`src/rtl/noc_credit_link_bundle_if.sv`:
```
// Per-link flit and credit signals between upstream router, link bundle and downstream router.
// master = the side driving the *_in signals, slave = the link bundle itself.
interface noc_credit_link_bundle_if #(
    parameter int NUM_LINKS  = 4,
    parameter int FLIT_WIDTH = 128,
    parameter int DEST_WIDTH = 6
);
    logic [0:NUM_LINKS-1][FLIT_WIDTH-1:0] data_in;
    logic [0:NUM_LINKS-1][DEST_WIDTH-1:0] dest_in;
    logic [0:NUM_LINKS-1]                 is_tail_in;
    logic [0:NUM_LINKS-1]                 send_in;
    logic [0:NUM_LINKS-1]                 credit_out;
    logic [0:NUM_LINKS-1][FLIT_WIDTH-1:0] data_out;
    logic [0:NUM_LINKS-1][DEST_WIDTH-1:0] dest_out;
    logic [0:NUM_LINKS-1]                 is_tail_out;
    logic [0:NUM_LINKS-1]                 send_out;
    logic [0:NUM_LINKS-1]                 credit_in;

    modport master (
        output data_in, dest_in, is_tail_in, send_in, credit_in,
        input  credit_out, data_out, dest_out, is_tail_out, send_out
    );

    modport slave (
        input  data_in, dest_in, is_tail_in, send_in, credit_in,
        output credit_out, data_out, dest_out, is_tail_out, send_out
    );
endinterface

```
`src/rtl/noc_credit_link_bundle.sv`:
```
// Pipelined router-to-router flit/credit link bundle with optional credit monitor.
// Define NOC_LINK_MONITOR_EN to build the per-link credit counter and error flags.
module noc_credit_link_bundle #(
    parameter int NUM_LINKS         = 4,
    parameter int FLIT_WIDTH        = 128,
    parameter int DEST_WIDTH        = 6,
    parameter int NUM_PIPELINE      = 2,
    parameter int FLIT_BUFFER_DEPTH = 8,
    localparam int CREDIT_WIDTH     = $clog2(FLIT_BUFFER_DEPTH + 1)
) (
    input  logic                                   clk_noc,
    input  logic                                   rst_noc_sync,
    noc_credit_link_bundle_if.slave                lnk,
    output logic [0:NUM_LINKS-1][CREDIT_WIDTH-1:0] credit_avail,
    output logic [0:NUM_LINKS-1]                   err_overflow,
    output logic [0:NUM_LINKS-1]                   err_underflow,
    output logic                                   err_any
);

    if (NUM_PIPELINE == 0) begin : g_comb
        assign lnk.data_out    = lnk.data_in;
        assign lnk.dest_out    = lnk.dest_in;
        assign lnk.is_tail_out = lnk.is_tail_in;
        assign lnk.send_out    = lnk.send_in;
        assign lnk.credit_out  = lnk.credit_in;
    end else begin : g_pipe
        logic [0:NUM_LINKS-1][FLIT_WIDTH-1:0] data_q [NUM_PIPELINE];
        logic [0:NUM_LINKS-1][DEST_WIDTH-1:0] dest_q [NUM_PIPELINE];
        logic [0:NUM_LINKS-1]                 tail_q [NUM_PIPELINE];
        logic [0:NUM_LINKS-1]                 send_q [NUM_PIPELINE];
        logic [0:NUM_LINKS-1]                 cred_q [NUM_PIPELINE];

        // Stages load every cycle so bubbles travel with send=0.
        always_ff @(posedge clk_noc) begin
            if (rst_noc_sync) begin
                for (int s = 0; s < NUM_PIPELINE; s++) begin
                    data_q[s] <= '0;
                    dest_q[s] <= '0;
                    tail_q[s] <= '0;
                    send_q[s] <= '0;
                    cred_q[s] <= '0;
                end
            end else begin
                data_q[0] <= lnk.data_in;
                dest_q[0] <= lnk.dest_in;
                tail_q[0] <= lnk.is_tail_in;
                send_q[0] <= lnk.send_in;
                cred_q[0] <= lnk.credit_in;
                for (int s = 1; s < NUM_PIPELINE; s++) begin
                    data_q[s] <= data_q[s-1];
                    dest_q[s] <= dest_q[s-1];
                    tail_q[s] <= tail_q[s-1];
                    send_q[s] <= send_q[s-1];
                    cred_q[s] <= cred_q[s-1];
                end
            end
        end

        assign lnk.data_out    = data_q[NUM_PIPELINE-1];
        assign lnk.dest_out    = dest_q[NUM_PIPELINE-1];
        assign lnk.is_tail_out = tail_q[NUM_PIPELINE-1];
        assign lnk.send_out    = send_q[NUM_PIPELINE-1];
        assign lnk.credit_out  = cred_q[NUM_PIPELINE-1];
    end

`ifdef NOC_LINK_MONITOR_EN
    localparam logic [CREDIT_WIDTH-1:0] DEPTH = CREDIT_WIDTH'(FLIT_BUFFER_DEPTH);
    localparam logic [CREDIT_WIDTH-1:0] ONE   = CREDIT_WIDTH'(1);

    logic [0:NUM_LINKS-1][CREDIT_WIDTH-1:0] cnt_q;
    logic [0:NUM_LINKS-1]                   ovf_q;
    logic [0:NUM_LINKS-1]                   udf_q;

    // Counts credits held upstream: a send spends one, a returned credit refunds one.
    always_ff @(posedge clk_noc) begin
        if (rst_noc_sync) begin
            for (int l = 0; l < NUM_LINKS; l++) cnt_q[l] <= DEPTH;
            ovf_q <= '0;
            udf_q <= '0;
        end else begin
            for (int l = 0; l < NUM_LINKS; l++) begin
                unique case ({lnk.send_in[l], lnk.credit_out[l]})
                    2'b10: begin
                        if (cnt_q[l] == '0) ovf_q[l] <= 1'b1;
                        else cnt_q[l] <= cnt_q[l] - ONE;
                    end
                    2'b01: begin
                        if (cnt_q[l] == DEPTH) udf_q[l] <= 1'b1;
                        else cnt_q[l] <= cnt_q[l] + ONE;
                    end
                    default: ;
                endcase
            end
        end
    end

    assign credit_avail  = cnt_q;
    assign err_overflow  = ovf_q;
    assign err_underflow = udf_q;
    assign err_any       = |{ovf_q, udf_q};
`else
    assign credit_avail  = '0;
    assign err_overflow  = '0;
    assign err_underflow = '0;
    assign err_any       = 1'b0;
`endif

endmodule
```
`src/flat_wrapper.sv`:
```
// flat-port wrapper written by rule: the top's interface ports become plain ports
module noc_credit_link_bundle_flat 
#(
    parameter int NUM_LINKS         = 4,
    parameter int FLIT_WIDTH        = 128,
    parameter int DEST_WIDTH        = 6,
    parameter int NUM_PIPELINE      = 2,
    parameter int FLIT_BUFFER_DEPTH = 8,
    localparam int CREDIT_WIDTH     = $clog2(FLIT_BUFFER_DEPTH + 1)
)
  (clk_noc, rst_noc_sync, credit_avail, err_overflow, err_underflow, err_any, lnk_data_in, lnk_dest_in, lnk_is_tail_in, lnk_send_in, lnk_credit_in, lnk_credit_out, lnk_data_out, lnk_dest_out, lnk_is_tail_out, lnk_send_out);
  noc_credit_link_bundle_if #(.NUM_LINKS(NUM_LINKS), .FLIT_WIDTH(FLIT_WIDTH), .DEST_WIDTH(DEST_WIDTH)) lnk_i ();
  input  logic clk_noc;
  input  logic rst_noc_sync;
  output logic [0:NUM_LINKS-1][CREDIT_WIDTH-1:0] credit_avail;
  output logic [0:NUM_LINKS-1] err_overflow;
  output logic [0:NUM_LINKS-1] err_underflow;
  output logic err_any;
  input wire logic [$bits(lnk_i.data_in)-1:0] lnk_data_in;
  input wire logic [$bits(lnk_i.dest_in)-1:0] lnk_dest_in;
  input wire logic [$bits(lnk_i.is_tail_in)-1:0] lnk_is_tail_in;
  input wire logic [$bits(lnk_i.send_in)-1:0] lnk_send_in;
  input wire logic [$bits(lnk_i.credit_in)-1:0] lnk_credit_in;
  output wire logic [$bits(lnk_i.credit_out)-1:0] lnk_credit_out;
  output wire logic [$bits(lnk_i.data_out)-1:0] lnk_data_out;
  output wire logic [$bits(lnk_i.dest_out)-1:0] lnk_dest_out;
  output wire logic [$bits(lnk_i.is_tail_out)-1:0] lnk_is_tail_out;
  output wire logic [$bits(lnk_i.send_out)-1:0] lnk_send_out;
  assign lnk_i.data_in = lnk_data_in;
  assign lnk_i.dest_in = lnk_dest_in;
  assign lnk_i.is_tail_in = lnk_is_tail_in;
  assign lnk_i.send_in = lnk_send_in;
  assign lnk_i.credit_in = lnk_credit_in;
  assign lnk_credit_out = lnk_i.credit_out;
  assign lnk_data_out = lnk_i.data_out;
  assign lnk_dest_out = lnk_i.dest_out;
  assign lnk_is_tail_out = lnk_i.is_tail_out;
  assign lnk_send_out = lnk_i.send_out;
  noc_credit_link_bundle #(.NUM_LINKS(NUM_LINKS), .FLIT_WIDTH(FLIT_WIDTH), .DEST_WIDTH(DEST_WIDTH), .NUM_PIPELINE(NUM_PIPELINE), .FLIT_BUFFER_DEPTH(FLIT_BUFFER_DEPTH)) u_core (.clk_noc(clk_noc), .rst_noc_sync(rst_noc_sync), .lnk(lnk_i), .credit_avail(credit_avail), .err_overflow(err_overflow), .err_underflow(err_underflow), .err_any(err_any));
endmodule
```
`config.mk`:
```
export PLATFORM = sky130hd
export DESIGN_NAME = noc_credit_link_bundle_flat
export DESIGN_NICKNAME = d
export VERILOG_FILES = /design/src/rtl/noc_credit_link_bundle_if.sv /design/src/rtl/noc_credit_link_bundle.sv /design/src/flat_wrapper.sv
export SDC_FILE = /design/constraint.sdc
export NUM_CORES = 1
export LEC_CHECK = 0
export CORE_AREA = 2 2 433 435
export CTS_CLUSTER_DIAMETER = 80
export DETAILED_ROUTE_END_ITERATION = 6
export DIE_AREA = 0 0 435 437
export GPL_TIMING_DRIVEN = 0
export PLACE_DENSITY = 0.38
export RECOVER_POWER = 25
export SKIP_LAST_GASP = 1
export SLEW_MARGIN = 5
export SYNTH_ARGS = -nofsm -noshare
export SYNTH_HDL_FRONTEND = slang
export SYNTH_SLANG_ARGS = --single-unit
```
`constraint.sdc`:
```
create_clock -name clk_noc -period 1.5 [get_ports clk_noc]
set_clock_uncertainty 0.2 [all_clocks]
set_input_delay 0.3 -clock clk_noc [delete_from_list [all_inputs] [get_ports clk_noc]]
set_output_delay 0.3 -clock clk_noc [all_outputs]
set_load 0.02 [all_outputs]
```
### Yosys cells after proc, flatten, opt, wreduce, memory -nomap -nowiden

Memories as Yosys holds them, arrays and structs flattened.
Cells that the tools add are included.

| cells by class | value |
|---|---|
| muxes and demuxes | 13 |
| bitwise gates (word level) | 10 |

Operators with widths:

| operator | count |
|---|---|
| 2-to-1 mux 512 bit | 2 |
| 2-to-1 mux 24 bit | 2 |
| 2-to-1 mux 4 bit | 6 |
| OR 1 bit | 10 |
| 2-to-1 mux 1 bit | 3 |

| word-level totals | value |
|---|---|
| flip-flop bits (word level) | 0 |
| RAM bits | 1096 |
| output and inout port bits | 573 |
| memories kept | 5 |

Memories:

| name | depth | bits a word | rd ports | clocked after memory_dff | wr ports | line | source |
|---|---|---|---|---|---|---|---|
| u_core.g_pipe.data_q | 2 | 512 | 2 | 0 | 2 | noc_credit_link_bundle.sv:27 | `logic [0:NUM_LINKS-1][FLIT_WIDTH-1:0] data_q [NUM_PIPELINE];` |
| u_core.g_pipe.dest_q | 2 | 24 | 2 | 0 | 2 | noc_credit_link_bundle.sv:28 | `logic [0:NUM_LINKS-1][DEST_WIDTH-1:0] dest_q [NUM_PIPELINE];` |
| u_core.g_pipe.cred_q | 2 | 4 | 2 | 0 | 2 | noc_credit_link_bundle.sv:31 | `logic [0:NUM_LINKS-1] cred_q [NUM_PIPELINE];` |
| u_core.g_pipe.send_q | 2 | 4 | 2 | 0 | 2 | noc_credit_link_bundle.sv:30 | `logic [0:NUM_LINKS-1] send_q [NUM_PIPELINE];` |
| u_core.g_pipe.tail_q | 2 | 4 | 2 | 0 | 2 | noc_credit_link_bundle.sv:29 | `logic [0:NUM_LINKS-1] tail_q [NUM_PIPELINE];` |

### Logic depth before layout (Yosys ltp)

Gate-level depths: netlist of run 1.

| depth | value |
|---|---|
| depth in word-level cells | 3 |
| mapped depth | 5 |

### Worst setup path before layout of run 1

OpenSTA, ideal clock, no wires.

| timing | value |
|---|---|
| kind | input port to flip-flop |
| from | in rst_noc_sync |
| to | mem u_core.g_pipe.cred_q[0][4] (netlist name) |
| setup time | 0.114 ns |
| arrival | 0.991 ns |
| path slack | 0.195 ns |
| stages on the path | 4 |
| path buffers | 3 |
| cell sequence | buf_4 buf_4 clkbuf_1 and2b_1 |

RTL lines:

| what | line | source |
|---|---|---|
| start, declared | flat_wrapper.sv:14 | `input logic rst_noc_sync;` |
| end, declared | noc_credit_link_bundle.sv:31 |  |

==> results.py, run 1 <==
metrics = {
    "logic_synthesis": {
        "synth.avg_cell_area_sq_um": 11.9,
        "netlist.area_leader.share_pct": 64.0,
        "netlist_area_sq_um": 34300,
        "synth_compound_area_share_pct": 0,
        "ys_seq_area_share_pct": 64.0,
        "synth_top_family_by_area": "simple AND/OR/NAND/NOR gates",
        "synth_mux_area_share_pct": 0,
        "synth_xor_area_share_pct": 0,
        "syn_inst": 2888,
        "synth_warnings": 0,
        "ys_types": 8,
        "synth_area_leader_cell": "dfxtp_1",
        "synthAdderAreaFrac_pct": 0,
        "ys_ff_latch": 1096,
        "synth_area_leaders": "dfxtp_1 64%, nor2b_1 16%, buf_4 13%",
        "synthSimpleGateAreaFrac_pct": 20.8,
    },
    "timing": {
        "hold_viol": 0,
        "slew_headroom_pct": 50.1,
        "tns_ns": -111.80,
        "drv_slew": 0,
        "layout_min_cycle_time_ns": 1.75,
        "tightest_slew_ns": 0.749,
        "worst_slack_ns": -0.247,
        "period_share_pct": 116,
        "rsz0062_at_grt": "yes",
        "fmax_ghz": 0.572,
        "setup_viol_count_final": 565,
    },
    "worst_setup_path": {
        "cp_max_fo": 1,
        "arrival_ns": 1.25,
        "cp_slowest_cell": "dfxtp_4",
        "critPathMaxStageDelay_ns": 0.37,
        "worstSetupEndpointType": "output port",
        "r2r_slack_ns": 0.59,
        "critical_path.cell_chain": "buf_6",
        "crit_family": "flip-flops",
        "cp_num_buf_inv": 1,
        "reg2reg_depth": 1,
        "required_ns": 1.00,
        "reg2reg_from": "u_core.g_pipe.send_q[0][0]",
        "reg2reg_to": "u_core.g_pipe.send_q[0][4]",
        "startpoint_type": "flip-flop",
        "crit_type": "reg2out",
    },
    "worst_hold_path": {
        "min_path_cells": 2,
        "holdCritPathClass": "in2reg",
        "holdPathEnd": "u_core.g_pipe.data_q[0][508]",
        "hold_path.startpoint": "lnk_data_in[508]",
    },
    "routing": {
        "ant_nets": 0,
        "vias": 21461,
        "routed_wl_um": 123000,
        "drt_pre_antenna_iters": 4,
        "vias_per_cell": 3.19,
        "routedWlPerCell_um": 18.3,
        "drcViolationCount": 0,
        "drt_iter0_markers": 481,
    },
    "power_and_ir_drop": {
        "switching_share_pct": 23.0,
        "p_clk_share_pct": 45.8,
        "power.density_nw_per_um2": 1260,
        "ir_worst_vdd_mv": 0.811,
        "seq_power_share_pct": 44.2,
        "internal_power_w": 0.0541,
        "p_switching_w": 0.0162,
        "power.leakage_nw": 23.0,
        "combPwrFrac_pct": 10.0,
    },
    "global_routing": {
        "grt_overflow": 0,
        "grt_max_degree": 17,
        "grt_use_total_pct": 12.7,
        "first_global_vias": 22920,
        "grt_pass1_wl_um": 170000,
        "antenna_found_initial": 19,
    },
    "cts": {
        "cts_tree": "built",
        "clock-sinks": 1096,
        "cts_buffers": 135,
        "cts_setup_buffers": 0,
        "h-tree-depth": 4,
        "clk_pin_slew_ns": 0.06,
        "clock_latency_ns": 0.77,
        "cts_buffer_depth": 3,
        "clockRootBuffer": "clkbuf_16",
    },
    "final_layout": {
        "layout_common_cells": "886 x nor2b_1, 586 x buf_6, 548 x clkdlybuf4s50_1, 548 x dfxtp_1",
        "final_common_cell": "nor2b_1",
        "fin_cells": 6736,
        "drive_above_1_share_pct": 32.9,
        "post-route-util_pct": 30.1,
        "nets": 4693,
        "syn_to_final_growth_pct": 62.4,
        "fillers": 19298,
        "post-route-cell-area_sq_um": 55700,
    },
    "run_status": {
        "status": "finished, violations left",
        "violations": "setup timing",
    },
    "placement": {
        "gp_congestion": 0.785,
        "dp_hpwl_um": 96200,
        "placed_area_sq_um": 48500,
        "post-place-ws_ns": -0.725,
        "place_inst": 6488,
        "portBuffers": 1096,
    },
    "die": {
        "design.die.area_sq_um": 190000,
        "rows": 158,
        "ios": 1123,
        "start_util_pct": 18.5,
        "die_w_um": 435,
        "die_y_um": 437,
        "core_sq_um": 185000,
    },
    "flow_run": {
        "drv_cap": 0,
    },
}
[logic make-up after synthesis]
| kind of cell | count (synthesis) |
|---|---|
| buffers and inverters | 695 |
| DFF | 1096 |
| and+or+nand+nor | 1096 |
| other | 1 |
[per-layer routing]
metal,track usage [%],up-vias,wire [um]
li1,-,10648,-
met4,5.30,0,4340
met5,0,-,0
met3,4.60,191,8640
met2,23.2,684,64500
met1,12.9,9938,45500
[area by class of cell]
cell class	count	area [sq um]	share of cell area [%]
repair buffers	1642	17200	30.9
flip-flops and latches	1096	22600	40.6
diodes	14	35.0	0.0629
plain buffers	147	1070	1.93
clock inverters	41	449	0.806
clock buffers	195	3970	7.13
well taps	2480	3100	5.57
multi-input cells	1121	7210	13.0
[power groups by stage]
stage / registers [W] / logic, W / clock network [W]
6_report: 0.0311 / 0.00701 / 0.0322
5_1_grt: 0.0312 / 0.00750 / 0.0348
4_1_cts: 0.0310 / 0.00723 / 0.0337
3_5_place_dp: 0.0314 / 0.00653 / 0
3_3_place_gp: 0.0314 / 0.00653 / 0
2_1_floorplan: 0.0313 / 0.00311 / 0
[what timing repair did]
item,in CTS,in global routing
endpoints found under the hold margin,551,0
hold buffers,546,0
endpoints found under the setup margin,548,548
gates resized for setup,3737,389
[how the worst max path moves through the flow]
stage                            startpoint                           end  slack, ns  depth (start not counted)
3_5_place_dp                   rst_noc_sync  u_core.g_pipe.data_q[0][241]      -0.72                          4
2_1_floorplan                  rst_noc_sync    u_core.g_pipe.cred_q[0][4]       0.19                          4
6_report       u_core.g_pipe.data_q[0][778]             lnk_data_out[266]      -0.25                          1
5_1_grt         u_core.g_pipe.dest_q[0][35]              lnk_dest_out[11]      -0.34                          1
4_1_cts        u_core.g_pipe.data_q[0][759]             lnk_data_out[247]      -0.37                          1
3_3_place_gp                   rst_noc_sync  u_core.g_pipe.data_q[0][241]      -0.72                          4
[cells in the mapped netlist (all sizes together)]
master	n
clkbuf	50
dfxtp	1096
conb	1
buf	645
and2b	210
nor2b	886
[flip-flops by register name, indices dropped and copies added, names as in the netlist]
register and flops:
u_core.g_pipe.tail_q 8, u_core.g_pipe.cred_q 8, u_core.g_pipe.data_q 1024, u_core.g_pipe.dest_q 48, u_core.g_pipe.send_q 8
[metrics by stage]
stage | hold WS [ns] | total power, W
final | 0.0868 | 0.0703
after global routing | 0.0568 | 0.0735
after CTS | 0.00480 | 0.0719
after detailed placement | 0.219 | 0.0379
after global placement | 0.214 | 0.0379
after floorplan | 0.211 | 0.0344
Power figures use the tool's default switching activity.
==> run 2: changes to the inputs <==
--- a/config.mk
+++ b/config.mk
@@ -17,3 +17,4 @@
 export SYNTH_ARGS = -nofsm -noshare
 export SYNTH_HDL_FRONTEND = slang
 export SYNTH_SLANG_ARGS = --single-unit
+export TNS_END_PERCENT = 100
==> results of run 2 <==
The final DEF is identical to that of run 1; final timing and power are the same.
